$ cat config.mk
export PLATFORM = sky130hd
export DESIGN_NAME = universal_shift_register
export DESIGN_NICKNAME = d
export VERILOG_FILES = /design/src/rtl/universal_shift_register.sv
export SDC_FILE = /design/constraint.sdc
export NUM_CORES = 1
export LEC_CHECK = 0
export CAP_MARGIN = 0
export CORE_UTILIZATION = 29
export DETAILED_ROUTE_END_ITERATION = 10
export PLACE_DENSITY = 0.57
export SLEW_MARGIN = 20
export SYNTH_ARGS = -nofsm -noshare
export SYNTH_HDL_FRONTEND = slang
export SYNTH_SLANG_ARGS = --single-unit
$ cat constraint.sdc
create_clock -name clk -period 3.1 [get_ports clk]
set_input_delay 0.62 -clock clk [delete_from_list [all_inputs] [get_ports clk]]
set_output_delay 0.62 -clock clk [all_outputs]
set_load 0.05 [all_outputs]
$ cat src/rtl/universal_shift_register.sv
// WIDTH-bit universal shift register: eight single-cycle modes plus an N-step auto-shift sequencer.
// Single-cycle ops land 1 cycle after enable; an accepted start keeps busy high for exactly N cycles, then done pulses once.
module universal_shift_register #(
  parameter int WIDTH = 8,
  parameter int CNT_W = 4
) (
  input  logic             clk,
  input  logic             rst,
  input  logic             enable,
  input  logic [2:0]       mode,
  input  logic [WIDTH-1:0] data_in,
  input  logic             ser_in_l,
  input  logic             ser_in_r,
  input  logic             start,
  input  logic [CNT_W-1:0] shift_cnt,
  output logic [WIDTH-1:0] data_out,
  output logic             ser_out_l,
  output logic             ser_out_r,
  output logic             busy,
  output logic             done
);

  localparam logic [2:0] MODE_HOLD = 3'b000;
  localparam logic [2:0] MODE_LOAD = 3'b001;
  localparam logic [2:0] MODE_SHL  = 3'b010;
  localparam logic [2:0] MODE_SHR  = 3'b011;
  localparam logic [2:0] MODE_ROL  = 3'b100;
  localparam logic [2:0] MODE_ROR  = 3'b101;
  localparam logic [2:0] MODE_CLR  = 3'b110;
  localparam logic [2:0] MODE_INV  = 3'b111;

  typedef enum logic {
    IDLE = 1'b0,
    RUN  = 1'b1
  } state_t;

  state_t           state_q, state_d;
  logic [WIDTH-1:0] data_q, data_d;
  logic [CNT_W-1:0] remaining_q, remaining_d;
  logic [2:0]       run_mode_q, run_mode_d;
  logic             done_q, done_d;
  logic             start_ok;

  function automatic logic [WIDTH-1:0] apply_op(
    input logic [2:0]       op,
    input logic [WIDTH-1:0] q,
    input logic [WIDTH-1:0] ld,
    input logic             sin_l,
    input logic             sin_r
  );
    logic [WIDTH-1:0] r;
    r = q;
    case (op)
      MODE_HOLD: r = q;
      MODE_LOAD: r = ld;
      MODE_SHL:  r = {q[WIDTH-2:0], sin_r};
      MODE_SHR:  r = {sin_l, q[WIDTH-1:1]};
      MODE_ROL:  r = {q[WIDTH-2:0], q[WIDTH-1]};
      MODE_ROR:  r = {q[0], q[WIDTH-1:1]};
      MODE_CLR:  r = '0;
      MODE_INV:  r = ~q;
      default:   r = q;
    endcase
    return r;
  endfunction

  // Only shift/rotate modes with a non-zero count start a sequence.
  assign start_ok = (mode >= MODE_SHL) && (mode <= MODE_ROR) && (shift_cnt != '0);

  always_comb begin
    state_d     = state_q;
    data_d      = data_q;
    remaining_d = remaining_q;
    run_mode_d  = run_mode_q;
    done_d      = 1'b0;
    if (state_q == RUN) begin
      data_d      = apply_op(run_mode_q, data_q, data_in, ser_in_l, ser_in_r);
      remaining_d = remaining_q - CNT_W'(1);
      if (remaining_q == CNT_W'(1)) begin
        state_d = IDLE;
        done_d  = 1'b1;
      end
    end else if (start) begin
      if (start_ok) begin
        state_d     = RUN;
        run_mode_d  = mode;
        remaining_d = shift_cnt;
      end else begin
        done_d = 1'b1;
      end
    end else if (enable) begin
      data_d = apply_op(mode, data_q, data_in, ser_in_l, ser_in_r);
    end
  end

  always_ff @(posedge clk) begin
    if (rst) begin
      state_q     <= IDLE;
      data_q      <= '0;
      remaining_q <= '0;
      run_mode_q  <= MODE_HOLD;
      done_q      <= 1'b0;
    end else begin
      state_q     <= state_d;
      data_q      <= data_d;
      remaining_q <= remaining_d;
      run_mode_q  <= run_mode_d;
      done_q      <= done_d;
    end
  end

  assign data_out  = data_q;
  assign ser_out_l = data_q[WIDTH-1];
  assign ser_out_r = data_q[0];
  assign busy      = (state_q == RUN);
  assign done      = done_q;

endmodule

==> results.cfg, run 1 <==
[status]
status = finished, final reports clean

[logic_synthesis]
ys_warn_count = 0
synth-edff-count = 0
ys_ff_latch = 17
synth_nets = 203
avgSynthCellArea_sq_um = 8.64
yosysTopAreaCell = dfxtp_1
synth_ff_type = dfxtp_1
synth_area_leaders = dfxtp_1 (22%), mux2i_1 (10%), o211ai_1 (5.8%)
yosysUniqueCellTypes = 55
yosysSeqAreaShare_pct = 22.0
syn_area_sq_um = 1550
synth_cells = 179
synth_top_area_share_pct = 22.0
synthArstFlopShare_pct = 0

[clocking]
cts_resized = 0
clock_sinks = 17
clk_latency_ns = 0.26
cts_tree = done
clockRootBuffer = clkbuf_8
h-tree-depth = 1
postCtsSetupBuffers = 0
ctsHoldBuffers = 0
clk_path_buf_depth = 2
clk_pin_slew_ns = 0.08
cts_buffers = 3

[sta]
rsz0062_at_grt = false
tns_ns = 0
hold_viol = 0
finalCritPeriodShare_pct = 73.5
skew_ns = 0.00220
setup_viol = 0
period_needed_ns = 2.28
relSlewSlack_pct = 57.6
slew_viol_final = 0
max_freq_ghz = 0.439
worst_slew_pin_slew_ns = 0.635

[floorplan]
die_area_sq_um = 5630
core_sq_um = 5110
die_y_um = 75.0
std_cell_rows = 26
ioPinCount = 33
die_w_um = 75.0
initial_utilization_pct = 30.3

[power_and_ir_drop]
irDropWorstVdd_uv = 134
power_mw = 0.741
power_leakage_nw = 0.647
p_per_area_nw_per_um2 = 383

[route]
ant_nets = 0
vias = 1496
vias_per_cell = 5.46
post_drt_wl_per_cell_um = 15.7
drtPass1Iterations = 4
routed_wl_mm = 4.30
drc = 0
dr.first_iter.drc_count = 104

[placed_design]
hpwlAfterDp_mm = 3.08
io_buffers = 32
gp_congestion = 0.806

[cells_and_area]
drive_gt1_share_pct = 11.8
areaGrowthSynthToFinish_pct = 25.3
fillCellCount = 543
nets = 229
diodes = 0
fin_util_pct = 37.9

[worst_hold_path]
hold_class = reg2reg

[setup_path]
crit_type = in2reg
r2r_slack_ns = 1.21
end_kind = flop
cp_max_fo = 5
start_kind = input port
crit_required_ns = 3.25
arrival_ns = 2.42

[global_routing]
grt_pass1_vias = 1363
grt_usage_pct = 16.3
grt_max_degree = 20
grt_overflow = 0
grt_antenna_before_repair = 0
grt_pass1_wl_mm = 6.91

[run]
drv_cap = 0
==> cells by family (layout without fill, tap and decap cells) <==
kind of cell,after synthesis,in the layout,synth area share (%)
AOI/OAI and AO/OA,60,60,32.8
xor gates and xnor gates,2,2,1.62
adders and majority gates,3,3,2.43
buffers and inverters,27,52,9.55
DFF,17,17,22.0
muxes,17,17,11.1
and+or+nand+nor,53,53,20.6
==> synth_stat cells (all sizes together), types with 4 or more instances <==
cell,instances
nand3,4
o211ai,12
a211oi,4
nor2,16
mux2i,16
buf,14
a21oi,7
inv,9
dfxtp,17
a311oi,8
nor3b,4
nand2b,9
o221ai,9
==> final cells by class <==
class                   count  area [sq um]  area share [%]
multi-input cells         135          1060            54.6
repair buffers             38           365            18.9
flip-flops and latches     17           340            17.6
well taps                  70          87.6            4.52
clock buffers               3          41.3            2.13
inverters                  10          37.5            1.94
clock inverters             1          7.51           0.387
==> worst max-delay path, cell delays in order <==
cell and delay [ns]:
clkdlybuf4s50_1 0.48, inv_1 0.07, ha_1 0.37, o41a_1 0.24, and3_1 0.35, mux2i_1 0.22
a21oi_1 0.08
==> cell usage in the layout, fill, tap and decap left out, types with 7 or more instances in the layout <==
cell type / count
a21oi_1: 7
clkdlybuf4s50_1: 32
mux2i_1: 16
inv_1: 9
o221ai_1: 9
nand2b_1: 9
nor2_1: 14
o211ai_1: 12
dfxtp_1: 17
==> layer usage <==
layer  GRT usage [%]  routed length, um  up-vias
met1            21.9               2110      705
met3            2.54                150        6
li1                -                  -      749
met2            25.3               1940       36
met5               0                  0        -
met4            7.97                101        0
==> metrics by stage <==
| stage | instance area, sq um | worst slack (ns) | hold WS [ns] | instances |
|---|---|---|---|---|
| final | 1940 | 0.821 | 0.483 | 274 |
| after global routing | 1940 | 0.740 | 0.540 | 274 |
| after CTS | 1940 | 0.818 | 0.484 | 274 |
| after detailed placement | 1890 | 0.559 | 0.471 | 270 |
| after global placement | 1890 | 0.628 | 0.459 | 270 |
| after floorplan | 1550 | 1.12 | 0.449 | 179 |
==> path summary, 6_finish.rpt <==
path	from	to	depth (start not counted)
hold reg to reg	remaining_q[2]	remaining_q[2]	2
hold / removal	remaining_q[2]	remaining_q[2]	2
setup / recovery	mode[1]	remaining_q[3]	7
setup reg to reg	run_mode_q[0]	data_out[4]	4
==> sequential cells by signal, summed over array words and instances, names as in the netlist <==
signal	cells
busy	1
data_out	8
done	1
remaining_q	4
run_mode_q	3
==> power by group <==
part	internal [mW]	switching [mW]	total (mW)	leakage (nW)
Sequential	0.239	0.0386	0.277	0.140
Combinational	0.126	0.159	0.285	0.486
Clock	0.0906	0.0887	0.179	0.0217
Total	0.455	0.286	0.741	0.647
Note: power is estimated with default switching activity, not from simulation.
==> inputs of run 2 (changes only) <==
==> constraint.sdc (replaced) <==
create_clock -name clk -period 2.2 [get_ports clk]
set_input_delay 0.44 -clock clk [delete_from_list [all_inputs] [get_ports clk]]
set_output_delay 0.44 -clock clk [all_outputs]
set_load 0.05 [all_outputs]
==> run 2 against run 1 <==
  * Clock power is 43% higher
  * Critical path depth shrank 6
  * Total power rose by 47%
  * Utilization is 3.0 points higher
  * Non-clock buffer count grew 16
  * Wire length is 3.6% higher
  * Setup slack worse by 0.73 ns
  * First-iteration DRC count is 8.7% higher
  * Combinational power is 61% higher
==> results.cfg, run 2 (synthesized netlist as in run 1, its figures left out) <==
[route]
vias = 1575
dr.first_iter.drc_count = 113
drtPass1Iterations = 4
vias_per_cell = 5.43
post_drt_wl_per_cell_um = 15.4
routed_wl_mm = 4.46
ant_nets = 0
drc = 0

[sta]
skew_ns = 0.00102
setup_ws_ns = 0.0921
period_needed_ns = 2.11
worst_slew_pin_slew_ns = 0.533
finalCritPeriodShare_pct = 95.8
hold_viol = 0
relSlewSlack_pct = 64.4
max_freq_ghz = 0.474
setup_viol = 0
slew_viol_final = 0
tns_ns = 0
rsz0062_at_grt = false

[status]
status = finished, final reports clean

[setup_path]
crit_type = reg2out
rr_startpoint = run_mode_q[0]
r2r_slack_ns = 0.54
crit_required_ns = 1.76
worstReg2RegEnd = data_out[4]
arrival_ns = 1.67
worstPathCellList = clkdlybuf4s50_1
crit_slowest_cell = clkdlybuf4s50_1
cp_max_fo = 10
ff2ff_path_depth = 4
start_kind = flop
end_kind = primary output
endpoint = ser_out_l
crit_path_max_incr_delay_ns = 0.88
crit_cells = 1
crit_path_start = data_out[7]
critPathBufInv = 1
crit_family = buffers and inverters

[placed_design]
post_dp_cell_area_sq_um = 2040
place_inst = 286
post-place-ws_ns = -0.00167
hpwlAfterDp_mm = 3.29
gp_congestion = 0.819
io_buffers = 32

[floorplan]
std_cell_rows = 26
core_sq_um = 5110
ioPinCount = 33
die_w_um = 75.0
die_area_sq_um = 5630
die_y_um = 75.0
initial_utilization_pct = 30.3

[cells_and_area]
fillCellCount = 518
fin_area_sq_um = 2090
stdcell_count = 290
nets = 245
layout_commonest_cell = clkdlybuf4s50_1
areaGrowthSynthToFinish_pct = 35.4
most-common-layout-cells = clkdlybuf4s50_1 (31), buf_4 (20), dfxtp_1 (17)
drive_gt1_share_pct = 18.6
diodes = 0
largest_register_ffs = 8

[clocking]
clk_path_buf_depth = 2
cts_buffers = 3
h-tree-depth = 1
clock_sinks = 17
clk_pin_slew_ns = 0.08
postCtsSetupBuffers = 0
cts_resized = 0
ctsHoldBuffers = 0
cts_tree = done
clockRootBuffer = clkbuf_8
clk_latency_ns = 0.26

[power_and_ir_drop]
power_leakage_nw = 0.741
irDropWorstVdd_uv = 240
p_per_area_nw_per_um2 = 522

[global_routing]
grt_pass1_vias = 1458
grt_pass1_wl_mm = 7.26
grt_antenna_before_repair = 0
grt_max_degree = 19
grt_usage_pct = 17.0
grt_overflow = 0

[worst_hold_path]
min-delay-start = remaining_q[2]
hold_class = reg2reg

[run]
drv_cap = 0
-- run 2: cell types whose count changed in the layout (fill, tap and decap cells not counted) --
cell / change
buf_12: +3
buf_4: +14
clkdlybuf4s50_1: -1
-- run 2: per-layer routing --
layer,global-route usage [%],vias up,part of all wire (%)
li1,-,781,-
met1,22.2,758,49
met5,0,-,0
met4,4.82,0,0.76
met2,29.6,34,47
met3,1.74,2,3.0
-- run 2: worst min path at each step --
stage          depth (start not counted)              to
3_3_place_gp                           2  remaining_q[2]
4_1_cts                                2  remaining_q[2]
6_report                               2  remaining_q[2]
5_1_grt                                2  remaining_q[2]
3_5_place_dp                           2  remaining_q[2]
2_1_floorplan                          2  remaining_q[2]
-- run 2: where the power goes --
group	internal [mW]	switching (mW)
sequential	0.336	0.0404
combinational	0.213	0.247
clock	0.128	0.128
-- run 2: stage by stage --
stage | total power [mW] | utilization, % | hold slack, ns
floorplan | 0.671 | - | 0.449
global placement | 0.840 | 40.0 | 0.465
detailed placement | 0.843 | 40.0 | 0.466
CTS | 1.10 | 41.0 | 0.481
global route | 1.16 | 41.0 | 0.492
finish | 1.09 | 41.0 | 0.482
-- run 2: layout make-up --
cell class,count,area (sq um),area share (%)
Tap cell,70,87.6,4.18
Multi-Input combinational cell,135,1060,50.6
Timing Repair Buffer,54,520,24.9
Sequential cell,17,340,16.3
Clock inverter,1,7.51,0.359
Clock buffer,3,41.3,1.97
Inverter,10,37.5,1.79
